[src/rtl/mips_pkg.sv]
// rtl/mips_pkg.sv - shared MIPS datapath widths, register index/word types and $0 index
package mips_pkg;

  localparam int REG_ADDR_WIDTH = 5;
  localparam int REG_DATA_WIDTH = 32;

  typedef logic [REG_ADDR_WIDTH-1:0] reg_addr_t;
  typedef logic [REG_DATA_WIDTH-1:0] word_t;

  localparam reg_addr_t REG_ZERO = 5'd0;

endpackage

[src/rtl/regfile_read_port.sv]
// rtl/regfile_read_port.sv - one combinational read port: index mux, $0 masking, optional bypass (REGFILE_BYPASS_EN)
module regfile_read_port
  import mips_pkg::*;
#(
  parameter int DATA_WIDTH = REG_DATA_WIDTH,
  parameter int ADDR_WIDTH = REG_ADDR_WIDTH
) (
  input  logic [ADDR_WIDTH-1:0]                 read_addr_i,
  input  logic [(2**ADDR_WIDTH)*DATA_WIDTH-1:0] regs_flat_i,
`ifdef REGFILE_BYPASS_EN
  input  logic                                  byp_valid_i,
  input  logic [ADDR_WIDTH-1:0]                 byp_addr_i,
  input  logic [DATA_WIDTH-1:0]                 byp_data_i,
`endif
  output logic [DATA_WIDTH-1:0]                 read_data_o
);

  // Select the addressed word, let an in-flight write win, and force $0 to zero last
  always_comb begin
    read_data_o = regs_flat_i[read_addr_i*DATA_WIDTH +: DATA_WIDTH];
`ifdef REGFILE_BYPASS_EN
    if (byp_valid_i && (byp_addr_i == read_addr_i)) begin
      read_data_o = byp_data_i;
    end
`endif
    if (read_addr_i == ADDR_WIDTH'(REG_ZERO)) begin
      read_data_o = '0;
    end
  end

endmodule

[src/rtl/mips_register_file.sv]
// rtl/mips_register_file.sv - 32x32 MIPS register file, two read ports, one write port; REGFILE_BYPASS_EN enables write-to-read forwarding
module mips_register_file
  import mips_pkg::*;
#(
  parameter int DATA_WIDTH = REG_DATA_WIDTH,
  parameter int ADDR_WIDTH = REG_ADDR_WIDTH
) (
  input  logic                  clk,
  input  logic                  rst_n,
  input  logic [ADDR_WIDTH-1:0] read_addr_a,
  input  logic [ADDR_WIDTH-1:0] read_addr_b,
  output logic [DATA_WIDTH-1:0] read_data_a,
  output logic [DATA_WIDTH-1:0] read_data_b,
  input  logic                  write_enable,
  input  logic [ADDR_WIDTH-1:0] write_addr,
  input  logic [DATA_WIDTH-1:0] write_data,
  output logic [31:0]           write_count
);

  localparam int DEPTH = 2**ADDR_WIDTH;

  // $0 has no storage; index 0 of the flat bus is tied to zero instead
  logic [DATA_WIDTH-1:0]       regs_q [1:DEPTH-1];
  logic [DATA_WIDTH-1:0]       regs_d [1:DEPTH-1];
  logic [DEPTH*DATA_WIDTH-1:0] regs_flat;
  logic [31:0]                 write_count_q;
  logic [31:0]                 write_count_d;
  logic                        wr_hit;

  assign wr_hit = write_enable && (write_addr != ADDR_WIDTH'(REG_ZERO));

  // Write decode: only the addressed nonzero register takes the new word
  always_comb begin
    for (int i = 1; i < DEPTH; i++) begin
      regs_d[i] = (wr_hit && (write_addr == ADDR_WIDTH'(i))) ? write_data : regs_q[i];
    end
    write_count_d = wr_hit ? (write_count_q + 32'd1) : write_count_q;
  end

  // Storage and write counter; reset clears everything without waiting for a clock
  always_ff @(posedge clk or negedge rst_n) begin
    if (!rst_n) begin
      for (int i = 1; i < DEPTH; i++) begin
        regs_q[i] <= '0;
      end
      write_count_q <= '0;
    end else begin
      for (int i = 1; i < DEPTH; i++) begin
        regs_q[i] <= regs_d[i];
      end
      write_count_q <= write_count_d;
    end
  end

  assign regs_flat[DATA_WIDTH-1:0] = '0;
  for (genvar g = 1; g < DEPTH; g++) begin : g_flat
    assign regs_flat[g*DATA_WIDTH +: DATA_WIDTH] = regs_q[g];
  end

  assign write_count = write_count_q;

`ifdef REGFILE_BYPASS_EN
  // Forwarding is suppressed during reset so reads stay zero while rst_n is low
  logic byp_valid;
  assign byp_valid = wr_hit && rst_n;
`endif

  regfile_read_port #(
    .DATA_WIDTH(DATA_WIDTH),
    .ADDR_WIDTH(ADDR_WIDTH)
  ) u_port_a (
    .read_addr_i (read_addr_a),
    .regs_flat_i (regs_flat),
`ifdef REGFILE_BYPASS_EN
    .byp_valid_i (byp_valid),
    .byp_addr_i  (write_addr),
    .byp_data_i  (write_data),
`endif
    .read_data_o (read_data_a)
  );

  regfile_read_port #(
    .DATA_WIDTH(DATA_WIDTH),
    .ADDR_WIDTH(ADDR_WIDTH)
  ) u_port_b (
    .read_addr_i (read_addr_b),
    .regs_flat_i (regs_flat),
`ifdef REGFILE_BYPASS_EN
    .byp_valid_i (byp_valid),
    .byp_addr_i  (write_addr),
    .byp_data_i  (write_data),
`endif
    .read_data_o (read_data_b)
  );

`ifndef SYNTHESIS
  // An unknown write index with the port enabled would corrupt an arbitrary register
  always @(posedge clk) begin
    if (rst_n && write_enable) begin
      assert (!$isunknown(write_addr));
    end
  end
`endif

endmodule

[config.mk]
export PLATFORM = sky130hd
export DESIGN_NAME = mips_register_file
export DESIGN_NICKNAME = d
export VERILOG_FILES = /design/src/rtl/mips_pkg.sv /design/src/rtl/regfile_read_port.sv /design/src/rtl/mips_register_file.sv
export SDC_FILE = /design/constraint.sdc
export NUM_CORES = 2
export LEC_CHECK = 0
export CORE_ASPECT_RATIO = 0.9
export CORE_MARGIN = 5
export CORE_UTILIZATION = 60
export CTS_BUF_LIST = sky130_fd_sc_hd__clkbuf_4
export DETAILED_ROUTE_END_ITERATION = 10
export PLACE_DENSITY = 0.78
export SLEW_MARGIN = 10
export SYNTH_ARGS = -nofsm -noshare
export SYNTH_HDL_FRONTEND = slang
export SYNTH_HIERARCHICAL = 1
export SYNTH_SLANG_ARGS = --single-unit
[constraint.sdc]
create_clock -name clk -period 1.7 [get_ports clk]
set_input_delay 0.17 -clock clk [delete_from_list [all_inputs] [get_ports clk]]
set_output_delay 0.17 -clock clk [all_outputs]
set_load 0.01 [all_outputs]
==> flow_summary.rst <==
.. list-table::
   :header-rows: 1

   * - Metric
     - Value
   * - Outcome
     - complete, but fails checks
   * - Failing checks
     - negative setup slack
   * - Unrepaired setup endpoints after global routing
     - yes
   * - Design Area, Final
     - 0.0680 mm²
   * - Total number of nets in the final design
     - 4482
   * - EDFF count, synth
     - 0
   * - DR vias
     - 40300
   * - Full die area
     - 0.0985 mm²
   * - Worst r2r path cells
     - 7
   * - Sw power
     - 20.8 mW
   * - Layout overhead on the synthesized area
     - 22.8%
   * - Number of distinct library cells after synthesis
     - 50
   * - Final period util
     - 1.82
   * - Portion of total power attributed to combinational logic
     - 0.248
   * - Fraction of final layout cells sized beyond drive strength 1
     - 0.624
   * - Die X
     - 330 µm
   * - Detailed-routing iteration count for the pre-antenna-repair pass
     - 8
   * - Count of mapped cells out of synthesis
     - 3681
   * - Wire length of the first global-routing pass
     - 268000 µm
   * - Mean area per synthesized cell
     - 15.0 µm²
   * - Clock Power Share
     - 0.292
   * - Cell chosen for the clock root
     - clkbuf_4
   * - Switching Share
     - 0.293
   * - Setup ws final
     - -1400 ps
   * - Standard-cell rows
     - 105
   * - Number of global-route vias before repair
     - 41600
   * - IR Drop Worst-Case VDD
     - 0.697 mV
   * - Required time of the critical path
     - 1530 ps
   * - Worst hold path startpoint
     - write_addr[0]
   * - Worst Setup Slack post-DPL
     - -1200 ps
   * - Class of the worst hold path
     - in2reg
   * - Async SR Flop Fraction
     - 1.00
   * - Worst Path Arrival
     - 2930 ps
   * - Sequential share of the synthesized area
     - 0.463
   * - Average wire per cell in the routed design
     - 30.8 µm
   * - Number of placed I/O pins
     - 146
   * - Most frequent cells in the layout
     - dfrtp_1, mux2_2, buf_4, mux4_2, clkbuf_4
   * - Sequential share of power
     - 0.460
   * - Largest net degree at the start of global routing
     - 88
   * - Slew of the pin with the lowest slew margin
     - 1040 ps
   * - Worst hold path stage count
     - 5
   * - FF+latch count, synth
     - 1024
   * - Largest fanout on the critical path
     - 3
   * - Worst-case headroom to the max-slew limit
     - 0.302
   * - Vertical die dimension
     - 298 µm
   * - TritonCTS buffer count
     - 277
   * - Aggregate routed wire length
     - 180000 µm
   * - H-tree levels
     - 5
   * - Total half-perimeter wirelength after legalization and detailed placement
     - 116000 µm
   * - Leakage
     - 30.1 nW
   * - Cell with the largest stage delay on the worst path
     - mux4_2
   * - Syn Std Cell Area
     - 0.0554 mm²
   * - Power density relative to cell area
     - 1040 mW/mm²
   * - Remaining global-route overflow
     - 0
   * - Cells traversed along the worst timing path
     - mux4_2 -> mux2_4 -> o21ai_2 -> a311oi_2 -> buf_4 -> buf_6
   * - Post-route ant nets
     - 0
   * - Clock latency of the later-clocked register in the worst-skew pair
     - 1100 ps
   * - Post-detailed-route DRC marker count
     - 0
   * - Commonest register cell after synthesis
     - dfrtp_1
   * - Critical Path Source Type
     - register
   * - Cell-internal power
     - 50.2 mW
   * - Global placement routability congestion
     - 0.901
   * - Gate family responsible for the most delay along the worst path
     - multiplexers
   * - Most common cell after layout, fill and taps aside
     - dfrtp_1
   * - Std-Cell Core Area
     - 0.0913 mm²
   * - Total Routing Usage GR
     - 0.365
   * - Ys Warns
     - 6
   * - Sink count of the clock tree
     - 1024
   * - Share of Yosys cell area claimed by the top area cell type
     - 0.463
   * - Final Hold Viols
     - 0
   * - Final-report setup violation count
     - 96
   * - Worst r2r dst
     - write_count[18]$_DFFE_PN0P_
   * - Clock skew
     - 26.6 ps
   * - Buffer and inverter count on the worst path
     - 2
   * - Max Slew Vio Count
     - 0
   * - Iter 0 DRT Violations
     - 4505
   * - Worst r2r src
     - write_count[0]$_DFFE_PN0P_
   * - Clock-pin slew of the registers on the worst-case setup and hold paths
     - 80 ps
   * - Largest cells by area after synthesis
     - dfrtp_1, mux2_2, mux4_2
   * - Worst setup path class
     - reg2out
   * - Clock Tree Buf Depth
     - 4
   * - Number of max-capacitance violations reported
     - 0
   * - CTS tree
     - built
   * - Largest stage delay on the critical path
     - 490 ps
   * - Port Buf Inserts
     - 145
   * - Vias per cell
     - 6.91
   * - Initial antenna violation count
     - 9
   * - Post-synthesis cell type with the largest combined area
     - dfrtp_1
   * - Critical Path End Type
     - output port
   * - Worst R2R Setup Slack
     - 20 ps
   * - Cell area after placement
     - 0.0628 mm²
   * - FMAX
     - 323 MHz
   * - Final critical path time including I/O delays and setup
     - 3100 ps
   * - Hold EP
     - write_count[1]$_DFFE_PN0P_
   * - Initial cell density of the core
     - 0.606
[state kept, by name, summed over array words and instances, names as in the netlist]
register / cells
write_count: 32
regs_flat: 992
[cell usage after synthesis, types with 50 or more instances]
cell type and instances:
a311oi_1 60, a22oi_1 64, mux2_2 1032, o21ai_1 106, nand2_1 55, mux4_2 448, mux2i_1 128, a211oi_1 64
dfrtp_1 1024, buf_4 50, buf_2 149, nor2b_1 66, clkbuf_1 150
[final cells by class]
| type | instances | area (µm²) |
|---|---|---|
| diodes | 16 | 40.0 |
| clock buffers | 387 | 2910 |
| clock inverters | 52 | 230 |
| fillers | 5564 | 23300 |
| inverters | 3 | 16.3 |
| multi-input cells | 2317 | 29300 |
| flip-flops and latches | 1024 | 25600 |
| well taps | 1230 | 1540 |
| repair buffers | 808 | 8310 |
[power groups by stage]
stage                     clock (mW)  sequential [mW]  combinational [mW]
after floorplan                    0             31.7                11.2
after global placement             0             32.5                15.6
after detailed placement           0             32.9                16.1
after CTS                       21.0             32.5                17.0
after global routing            22.4             33.2                18.6
final                           20.7             32.7                17.6
[cells by family after synthesis]
logic type | after synthesis | share of synthesized area
compound gates | 370 | 0.0487
mux | 1632 | 0.420
fa+ha+maj | 1 | 0.000226
xor+xnor | 31 | 0.00490
buf+inv | 403 | 0.0405
other cells | 1 | 0.0000677
flops | 1024 | 0.463
simple gates | 219 | 0.0226
[through the flow]
stage          instances  setup TNS (ps)  hold WS, ps  utilization  total power [mW]
2_1_floorplan       3744               0         -126            -              43.0
3_3_place_gp        5290         -558360          122        0.688              48.1
3_5_place_dp        5290         -584510          122        0.688              49.0
4_1_cts             5798          -89750         2.59        0.737              70.5
5_1_grt             5834          -94240         99.3        0.745              74.2
6_report            5837          -83920          118        0.745              71.0
[per-layer routing]
layer,vias to the layer above,GRT usage,wire [µm]
li1,15900,-,-
met1,21100,0.496,67300
met2,2623,0.544,81800
met3,668,0.110,20900
met4,4,0.177,9610
met5,-,0,31
[how the worst max path moves through the flow]
stage	startpoint	end	slack, ps	cells after the start
floorplan	read_addr_a[0]	read_data_a[14]	20	7
global placement	read_addr_a[2]	read_data_a[23]	-1200	7
detailed placement	read_addr_a[1]	read_data_a[23]	-1200	8
CTS	regs_flat[488]$_DFFE_PN0P_	read_data_a[8]	-1450	6
global route	regs_flat[578]$_DFFE_PN0P_	read_data_a[2]	-1490	5
finish	regs_flat[488]$_DFFE_PN0P_	read_data_a[8]	-1400	6
[worst reg2reg max path: cells and delay by family, from the launching register on]
| family | cells | cell delay, ps |
|---|---|---|
| XOR/XNOR | 1 | 130 |
| adder cells (fa/ha/maj) | 1 | 130 |
| buffers and inverters | 2 | 290 |
| flip-flops | 1 | 380 |
| AND/OR/NAND/NOR | 3 | 600 |
[timing repair]
action / CTS / global route
resized for setup: 642 / 92
hold buffers: 36 / 0
buffers inserted: 49 / 23
endpoints found under the setup margin: 96 / 132
pin swaps: 66 / 44
hold endpoints to repair: 1971 / 0
gates cloned: 0 / 2
Note: power is estimated with default switching activity, not from simulation.
